[src/rtl/user_event_arbiter.sv]
// user_event_arbiter: merges keyboard event strobes and push-button levels
// (with auto-repeat on left/right/down) into a small event FIFO. The game
// FSM reads that FIFO through the user_event / ready / rd_req handshake.
module user_event_arbiter #(
    parameter int FIFO_DEPTH     = 4,
    parameter int REPEAT_DELAY   = 25_000_000,
    parameter int REPEAT_PERIOD  = 5_000_000,
    parameter int DROP_CNT_WIDTH = 8
) (
    input  logic                              clk_i,
    input  logic                              rst_n_i,
    input  logic [2:0]                        kbd_event_i,
    input  logic                              kbd_event_valid_i,
    input  logic [4:0]                        btn_i,
    output logic [2:0]                        user_event_o,
    output logic                              user_event_ready_o,
    input  logic                              user_event_rd_req_i,
    output logic [DROP_CNT_WIDTH-1:0]         drop_cnt_o,
    output logic [$clog2(FIFO_DEPTH):0]       fifo_level_o
);
    // Event codes shared with the game FSM.
    localparam logic [2:0] EV_LEFT     = 3'd1;
    localparam logic [2:0] EV_RIGHT    = 3'd2;
    localparam logic [2:0] EV_DOWN     = 3'd3;
    localparam logic [2:0] EV_ROTATE   = 3'd4;
    localparam logic [2:0] EV_NEW_GAME = 3'd5;

    localparam int AW   = $clog2(FIFO_DEPTH);
    localparam int LW   = AW + 1;
    localparam int DW1  = DROP_CNT_WIDTH + 1;
    localparam int RMAX = (REPEAT_DELAY > REPEAT_PERIOD) ? REPEAT_DELAY : REPEAT_PERIOD;
    localparam int CW   = (RMAX > 1) ? $clog2(RMAX) : 1;

    typedef enum logic [1:0] {RPT_IDLE, RPT_DELAY, RPT_REPEAT} rpt_e;

    rpt_e              rpt_q  [3];
    logic [CW-1:0]     rcnt_q [3];
    logic [4:0]        btn_q;
    logic              armed_q;
    logic [4:0]        btn_pend_q, btn_pend_d;
    logic              kbd_pend_q, kbd_pend_d;
    logic [2:0]        kbd_code_q;
    logic              rr_q;                // 0: keyboard preferred, 1: buttons
    logic [2:0]        mem_q [FIFO_DEPTH];
    logic [AW-1:0]     wr_ptr_q, rd_ptr_q;
    logic [LW-1:0]     count_q;
    logic [DROP_CNT_WIDTH-1:0] drop_cnt_q, drop_cnt_d;

    logic [4:0] btn_rise, btn_set, btn_mask;
    logic [2:0] rpt_fire, btn_code, gnt_code;
    logic       gnt_kbd, gnt_btn, gnt_valid;
    logic       full, empty, pop, push, flush, fifo_drop, kbd_drop;
    logic [1:0] drop_inc;
    logic [DW1-1:0] drop_sum;

    // The first cycle after reset only loads history, so a button already
    // held through reset needs a fresh press before it generates events.
    assign btn_rise = armed_q ? (btn_i & ~btn_q) : 5'b0;

    // Repeat pulses for the three movement buttons.
    always_comb begin
        rpt_fire = '0;
        for (int k = 0; k < 3; k++) begin
            if (btn_i[k] && rpt_q[k] == RPT_DELAY && rcnt_q[k] == CW'(REPEAT_DELAY - 1))
                rpt_fire[k] = 1'b1;
            if (btn_i[k] && rpt_q[k] == RPT_REPEAT && rcnt_q[k] == CW'(REPEAT_PERIOD - 1))
                rpt_fire[k] = 1'b1;
        end
    end

    assign btn_set = btn_rise | {2'b00, rpt_fire};

    // Button offer: new game first, otherwise lowest pending index.
    always_comb begin
        btn_mask = '0;
        btn_code = '0;
        if (btn_pend_q[4]) begin
            btn_mask = 5'b10000;
            btn_code = EV_NEW_GAME;
        end else begin
            for (int i = 3; i >= 0; i--) begin
                if (btn_pend_q[i]) begin
                    btn_mask = 5'b00001 << i;
                    btn_code = 3'(i + 1);
                end
            end
        end
    end

    // Round-robin between the two requesters, one grant per cycle.
    always_comb begin
        gnt_kbd = 1'b0;
        gnt_btn = 1'b0;
        if (kbd_pend_q && (|btn_pend_q)) begin
            gnt_kbd = ~rr_q;
            gnt_btn = rr_q;
        end else begin
            gnt_kbd = kbd_pend_q;
            gnt_btn = |btn_pend_q;
        end
    end

    assign gnt_valid = gnt_kbd | gnt_btn;
    assign gnt_code  = gnt_kbd ? kbd_code_q : btn_code;

    assign empty     = (count_q == '0);
    assign full      = (count_q == LW'(FIFO_DEPTH));
    assign pop       = user_event_rd_req_i & ~empty;
    assign flush     = gnt_valid & (gnt_code == EV_NEW_GAME);
    assign push      = gnt_valid & ~flush & (~full | pop);
    assign fifo_drop = gnt_valid & ~flush & full & ~pop;
    assign kbd_drop  = kbd_event_valid_i & kbd_pend_q & ~gnt_kbd;

    // A new set in the grant cycle wins over the clear.
    assign kbd_pend_d = (kbd_pend_q & ~gnt_kbd) | kbd_event_valid_i;
    assign btn_pend_d = (btn_pend_q & ~(gnt_btn ? btn_mask : 5'b0)) | btn_set;

    assign drop_inc   = {1'b0, kbd_drop} + {1'b0, fifo_drop};
    assign drop_sum   = {1'b0, drop_cnt_q} + DW1'(drop_inc);
    assign drop_cnt_d = drop_sum[DW1-1] ? '1 : drop_sum[DROP_CNT_WIDTH-1:0];

    // Button history and per-bit auto-repeat state.
    always_ff @(posedge clk_i or negedge rst_n_i) begin
        if (!rst_n_i) begin
            btn_q   <= '0;
            armed_q <= 1'b0;
            for (int k = 0; k < 3; k++) begin
                rpt_q[k]  <= RPT_IDLE;
                rcnt_q[k] <= '0;
            end
        end else begin
            btn_q   <= btn_i;
            armed_q <= 1'b1;
            for (int k = 0; k < 3; k++) begin
                if (!btn_i[k]) begin
                    rpt_q[k]  <= RPT_IDLE;
                    rcnt_q[k] <= '0;
                end else begin
                    case (rpt_q[k])
                        RPT_IDLE: if (btn_rise[k]) begin
                            rpt_q[k]  <= RPT_DELAY;
                            rcnt_q[k] <= '0;
                        end
                        RPT_DELAY: if (rpt_fire[k]) begin
                            rpt_q[k]  <= RPT_REPEAT;
                            rcnt_q[k] <= '0;
                        end else begin
                            rcnt_q[k] <= rcnt_q[k] + 1'b1;
                        end
                        RPT_REPEAT: rcnt_q[k] <= rpt_fire[k] ? '0 : rcnt_q[k] + 1'b1;
                        default: rpt_q[k] <= RPT_IDLE;
                    endcase
                end
            end
        end
    end

    // Pending flags, keyboard code and round-robin pointer.
    always_ff @(posedge clk_i or negedge rst_n_i) begin
        if (!rst_n_i) begin
            kbd_pend_q <= 1'b0;
            kbd_code_q <= '0;
            btn_pend_q <= '0;
            rr_q       <= 1'b0;
            drop_cnt_q <= '0;
        end else begin
            kbd_pend_q <= kbd_pend_d;
            btn_pend_q <= btn_pend_d;
            drop_cnt_q <= drop_cnt_d;
            if (kbd_event_valid_i) kbd_code_q <= kbd_event_i;
            if (gnt_valid) rr_q <= gnt_kbd;
        end
    end

    // Event FIFO; a granted new-game event flushes and restarts it.
    always_ff @(posedge clk_i or negedge rst_n_i) begin
        if (!rst_n_i) begin
            wr_ptr_q <= '0;
            rd_ptr_q <= '0;
            count_q  <= '0;
            for (int i = 0; i < FIFO_DEPTH; i++) mem_q[i] <= '0;
        end else if (flush) begin
            mem_q[0] <= EV_NEW_GAME;
            rd_ptr_q <= '0;
            wr_ptr_q <= AW'(1);
            count_q  <= LW'(1);
        end else begin
            if (push) begin
                mem_q[wr_ptr_q] <= gnt_code;
                wr_ptr_q        <= wr_ptr_q + 1'b1;
            end
            if (pop) rd_ptr_q <= rd_ptr_q + 1'b1;
            count_q <= count_q + LW'(push) - LW'(pop);
        end
    end

    assign user_event_ready_o = ~empty;
    assign user_event_o       = empty ? 3'd0 : mem_q[rd_ptr_q];
    assign fifo_level_o       = count_q;
    assign drop_cnt_o         = drop_cnt_q;

endmodule

[config.mk]
export PLATFORM = sky130hd
export DESIGN_NAME = user_event_arbiter
export DESIGN_NICKNAME = d
export VERILOG_FILES = /design/src/rtl/user_event_arbiter.sv
export SDC_FILE = /design/constraint.sdc
export NUM_CORES = 1
export LEC_CHECK = 0
export BUFFER_PORTS_ARGS = -buffer_cell sky130_fd_sc_hd__buf_2
export CORE_ASPECT_RATIO = 0.9
export CORE_MARGIN = 3
export CORE_UTILIZATION = 55
export CTS_BUF_LIST = sky130_fd_sc_hd__clkbuf_4
export DETAILED_ROUTE_END_ITERATION = 10
export GPL_ROUTABILITY_DRIVEN = 0
export PLACE_DENSITY = 0.72
export SYNTH_ARGS = -nofsm -noshare
export SYNTH_HDL_FRONTEND = slang
export SYNTH_SLANG_ARGS = --single-unit
[constraint.sdc]
create_clock -name clk_i -period 8 [get_ports clk_i]
set_input_delay 1.2 -clock clk_i [delete_from_list [all_inputs] [get_ports clk_i]]
set_output_delay 1.2 -clock clk_i [all_outputs]
set_load 0.1 [all_outputs]
==> results.yml, run 1 <==
logic_synthesis:
  yosysUniqueCellTypes: 71
  synthArstFlopShare: 1.00
  synth.area.top_cells: "dfrtp_1, nand2_1, nor2_1"
  yosysMostFrequentCell: "dfrtp_1"
  ys_ff_latch: 124
  synth_ff_type: "dfrtp_1"
  synth_nets: 758
  synth_edf_count: 0
  syn_inst: 722
  ys_warn_count: 0
  seq_area_frac_synth: 0.457
  postSynthAreaPerCell_um2: 9.41
  synth.cells.most_frequent: "dfrtp_1, nand2_1, nor2_1"
  syn_area_um2: 6790
  yosys.area.top_type: "dfrtp_1"
  yosys.area.top_type_share: 0.457
setup_path:
  cp-start-kind: "flop"
  worst_ep_required_time_ps: 8390
  crit_start: "btn_pend_q[1]$_DFF_PN0_"
  endpoint_kind: "flop"
  r2r-start: "btn_pend_q[1]$_DFF_PN0_"
  path_max_fanout: 7
  arrival_ps: 3700
  crit_type: "reg -> reg"
global_routing:
  antenna_found_initial: 0
  grt_start_max_net_pins: 71
  grt-ovfl-total: 0
  grt_first_pass_wirelength_mm: 24.8
  grt_pass1_vias: 5287
  grtUsageTotal: 0.220
min_path:
  hp-class: "reg -> reg"
  holdCritStartpoint: "btn_q[3]$_DFF_PN0_"
timing:
  period_minus_slack_ps: 3310
  skew_ps: 17.3
  layout_setup_ws_ps: 4690
  fin_hold_ws_ps: 451
  min_period_over_period: 0.413
  relSlewSlack: 0.313
  max_freq_ghz: 0.302
  slew_viol_final: 0
  setup_viol: 0
  hold_viol: 0
  tns_ps: 0
  rsz0062_at_grt: "no"
  worst_pin_slew_ps: 1030
drt:
  drtIter0Drc: 531
  totalWireLength_mm: 14.3
  drt-pass1-iter-count: 5
  drc: 0
  via_count: 5494
  wl_per_cell_um: 15.5
  viasPerCell: 5.98
  antenna_left: 0
finish:
  drive_gt1_frac: 0.0996
  syn2layout_area_growth_pct: 7.06
  multiInputGateArea_um2: 3520
  stdcell_area_um2: 7270
  n_antenna_cell: 0
  fin_nets: 787
  finalCoreUtilization: 0.618
  fill_cells: 1016
  regArea_um2: 3100
clock_network:
  cts_tree: "yes"
  cts_root_buffer: "clkbuf_4"
  htreeDepth: 4
  cts_buffers: 17
  postCtsSetupRepairBufs: 0
  cts.sink_count: 124
  clkTransAtPathRegs_ps: 110
  insertion_delay_ps: 520
  hold_buffers: 0
  clockBufferDepth: 2
  cts_resized: 0
floorplan:
  die_x_um: 123
  placeableCoreArea_um2: 11800
  core.rowCount: 37
  die_y_um: 111
  initial_utilization: 0.578
  dieArea_um2: 13700
  pin_count: 27
placement:
  detailed_place.area_um2: 7060
  hpwlAfterDp_mm: 10.2
  pre_cts_ws_ps: 4370
  port_buffers: 26
run_status:
  status: "completed"
power_and_ir_drop:
  powerDensity_nw_per_um2: 260
  leakage_nw: 3.17
  vdd_drop_max_v: 0.000201
job:
  drv_cap: 0
## stage by stage
| stage | total power [mW] | cells |
|---|---|---|
| final | 1.89 | 919 |
| after global routing | 2.02 | 919 |
| after CTS | 1.91 | 919 |
| after detailed placement | 1.54 | 888 |
| after global placement | 1.52 | 888 |
| after floorplan | 1.40 | 722 |
## critical path, cell delays in order (launching register included)
cell	delay (ps)
dfrtp_1	450
nor3_1	370
a21boi_0	240
o32a_1	420
and2_1	220
nand2_1	160
nand2_1	70
ha_1	300
inv_1	50
ha_1	130
inv_1	50
fa_1	360
xor2_1	170
xnor2_1	140
nor2_1	50
## per-layer routing
layer,global-route usage,wire (um),up-vias
li1,-,-,2677
met4,0.0701,200,0
met5,0,0,-
met3,0.0559,689,18
met2,0.334,6750,138
met1,0.310,6630,2661
## area by class of cell
class                   count  share of cell area
well taps                 156              0.0268
clock inverters             5             0.00275
flip-flops and latches    124               0.427
inverters                  25              0.0129
multi-input cells         555               0.484
repair buffers             28              0.0203
clock buffers              26              0.0268
## cell families after synthesis
group | share of synthesized area
AO/OA/AOI/OAI | 0.132
XOR/XNOR | 0.0529
adder cells (fa/ha/maj) | 0.0464
buffers and inverters | 0.0262
flip-flops | 0.457
multiplexers | 0.0208
other | 0.000552
AND/OR/NAND/NOR | 0.264
## final timing paths
| check | end | slack (ps) | cells after the start |
|---|---|---|---|
| max | fifo_level_o[2]$_DFF_PN0_ | 4690 | 14 |
| min | btn_pend_q[3]$_DFF_PN0_ | 450 | 1 |
| max reg2reg | fifo_level_o[2]$_DFF_PN0_ | 4690 | 14 |
| min reg2reg | btn_pend_q[3]$_DFF_PN0_ | 450 | 1 |
| max in group asynchronous | rpt_q[0]$_DFFE_PN0P_ | 5920 | 2 |
| min in group asynchronous | fifo_level_o[2]$_DFF_PN0_ | 710 | 1 |
## report_power, final
group	internal [mW]	switching, mW	total (mW)
Combinational	0.210	0.536	0.746
Sequential	0.710	0.0781	0.788
Clock	0.148	0.208	0.356
Total	1.07	0.822	1.89
## flip-flops by register name, indices dropped and copies added, names as in the netlist
signal / flops
btn_q: 5
rcnt_q: 75
rd_ptr_q: 2
drop_cnt_o: 8
kbd_code_q: 3
btn_pend_q: 5
wr_ptr_q: 2
rpt_q: 6
armed_q: 1
kbd_pend_q: 1
mem_q: 12
rr_q: 1
fifo_level_o: 3
## placed cells by master (no fill, tap or decap), drive strengths merged, types with 5 or more instances in the layout
| cell type | count |
|---|---|
| and2 | 9 |
| dfrtp | 124 |
| or3 | 11 |
| clkbuf | 26 |
| nand4 | 15 |
| nor3 | 23 |
| nand2b | 14 |
| a31oi | 12 |
| buf | 28 |
| inv | 25 |
| nor2b | 5 |
| a21o | 6 |
| nand3 | 50 |
| and3 | 19 |
| o31ai | 11 |
| o21ai | 29 |
| nor4 | 10 |
| a21oi | 25 |
| clkinv | 5 |
| xnor2 | 21 |
| xor2 | 20 |
| ha | 22 |
| nor2 | 81 |
| a22o | 5 |
| nand2 | 82 |
Power figures use the tool's default switching activity.
==> inputs of run 2 (changes only) <==
--- a/config.mk
+++ b/config.mk
@@ -12,7 +12,7 @@
 export CTS_BUF_LIST = sky130_fd_sc_hd__clkbuf_4
 export DETAILED_ROUTE_END_ITERATION = 10
 export GPL_ROUTABILITY_DRIVEN = 0
-export PLACE_DENSITY = 0.72
+export PLACE_DENSITY = 0.75
 export SYNTH_ARGS = -nofsm -noshare
 export SYNTH_HDL_FRONTEND = slang
 export SYNTH_SLANG_ARGS = --single-unit
==> constraint.sdc (replaced) <==
create_clock -name clk_i -period 3 [get_ports clk_i]
set_input_delay 0.45 -clock clk_i [delete_from_list [all_inputs] [get_ports clk_i]]
set_output_delay 0.45 -clock clk_i [all_outputs]
set_load 0.1 [all_outputs]
==> results.yml, run 2 (synthesis gave the netlist of run 1 again) <==
run_status:
  status: "completed"
drt:
  drc: 0
  wl_per_cell_um: 16.1
  drt-pass1-iter-count: 6
  totalWireLength_mm: 15.0
  via_count: 5649
  viasPerCell: 6.08
  antenna_left: 0
  drtIter0Drc: 523
setup_path:
  r2r-start: "btn_pend_q[1]$_DFF_PN0_"
  ff2ff_setup_slack_ps: 110
  arrival_ps: 3320
  crit_type: "reg -> reg"
  slowest_stage: "dfrtp_1"
  crit_chain: "buf_4 > or3_1 > a21oi_1 > o32a_1 > and2_4 > nand2_1 > nand2_1 > ha_1 > inv_1 > ha_1 > inv_1 > fa_2 > xor2_2 > xnor2_1 > nor2_1"
  path_max_fanout: 6
  cpPeakStageDelay_ps: 430
  worst_ep_required_time_ps: 3430
  crit_start: "btn_pend_q[1]$_DFF_PN0_"
  endpoint_kind: "flop"
  cp-start-kind: "flop"
finish:
  top_register: "rcnt_q"
  fin_nets: 801
  largest_reg_flops: 75
  n_antenna_cell: 0
  syn2layout_area_growth_pct: 9.89
  final_common_cell: "dfrtp_1"
  drive_gt1_frac: 0.125
  mostFrequentLayoutCells: "dfrtp_1, nand2_1, nor2_1"
  stdcell_count: 929
clock_network:
  insertion_delay_ps: 540
  cts_root_buffer: "clkbuf_4"
  cts_buffers: 17
  cts_tree: "yes"
  cts.sink_count: 124
  htreeDepth: 4
  clockBufferDepth: 2
  postCtsSetupRepairBufs: 0
  clkTransAtPathRegs_ps: 110
placement:
  pre_cts_ws_ps: -114
  dp.cells: 899
  port_buffers: 26
  hpwlAfterDp_mm: 10.7
power_and_ir_drop:
  leakage_nw: 3.24
  vdd_drop_max_v: 0.000556
  powerDensity_nw_per_um2: 715
  power_mw: 5.34
timing:
  max_freq_ghz: 0.346
  worst_pin_slew_ps: 894
  skew_ps: 23.8
  relSlewSlack: 0.403
  period_minus_slack_ps: 2890
  min_period_over_period: 0.964
  layout_setup_ws_ps: 109
  slew_viol_final: 0
  hold_viol: 0
  setup_viol: 0
global_routing:
  grt-ovfl-total: 0
  grt_start_max_net_pins: 53
  grt_pass1_vias: 5558
  antenna_found_initial: 0
  grtUsageTotal: 0.234
  grt_first_pass_wirelength_mm: 26.2
floorplan:
  pin_count: 27
  die_x_um: 123
  core.rowCount: 37
  dieArea_um2: 13700
  placeableCoreArea_um2: 11800
  initial_utilization: 0.578
  die_y_um: 111
min_path:
  hp-class: "in -> reg"
  holdCritStartpoint: "btn_i[0]"
job:
  drv_cap: 0
run 2: worst max-delay path, delay by kind of cell, from the launching register on:
kind	cells	cell delay (ps)
buffers and inverters	3	270
XOR/XNOR	2	290
flip-flops	1	430
adder cells (fa/ha/maj)	3	690
AND/OR/NAND/NOR	5	790
AO/OA/AOI/OAI	2	340
run 2: final timing paths:
kind                                                   to  depth (start not counted)
worst min register to register    btn_pend_q[3]$_DFF_PN0_                          1
worst max-delay path            fifo_level_o[2]$_DFF_PN0_                         15
min in group asynchronous       fifo_level_o[0]$_DFF_PN0_                          2
max in group asynchronous          rcnt_q[29]$_DFFE_PN0P_                          3
worst max register to register  fifo_level_o[2]$_DFF_PN0_                         15
worst min-delay path                   btn_q[0]$_DFF_PN0_                          1
run 2: metrics by stage:
step | cell area (um^2) | hold WS (ps) | setup TNS [ps] | util
detailed placement | 7160 | 438 | -377 | 0.609
finish | 7460 | 84.2 | 0 | 0.635
CTS | 7420 | 8.41 | 0 | 0.631
global placement | 7160 | 423 | 0 | 0.609
global route | 7460 | 30.4 | -16.3 | 0.635
floorplan | 6800 | 154 | 0 | -
run 2: per-layer routing:
metal / share of wire / GRT usage / vias up
met4: 0.010 / 0.0627 / 0
met1: 0.46 / 0.322 / 2772
met3: 0.049 / 0.0615 / 21
met2: 0.48 / 0.368 / 173
li1: - / - / 2683
met5: 0 / 0 / -
run 2: repair_timing:
item                                   4_1_cts  5_1_grt
gates resized for setup                      2        9
hold buffers                                 2        1
pin swaps                                    0        3
endpoints found under the hold margin       44        1
setup endpoints to repair                    7        7
run 2: area by class of cell:
type | count | area [um^2]
Multi-Input combinational cell | 555 | 3560
Timing Repair Buffer | 42 | 273
Inverter | 25 | 93.8
Tap cell | 156 | 195
Clock buffer | 21 | 158
Sequential cell | 124 | 3110
Fill cell | 995 | 4300
Clock inverter | 6 | 76.3
run 2: power breakdown:
group	total (mW)	switching (mW)	internal, mW
registers	2.12	0.222	1.90
clock network	1.06	0.563	0.500
logic	2.16	1.51	0.650
total	5.34	2.29	3.05
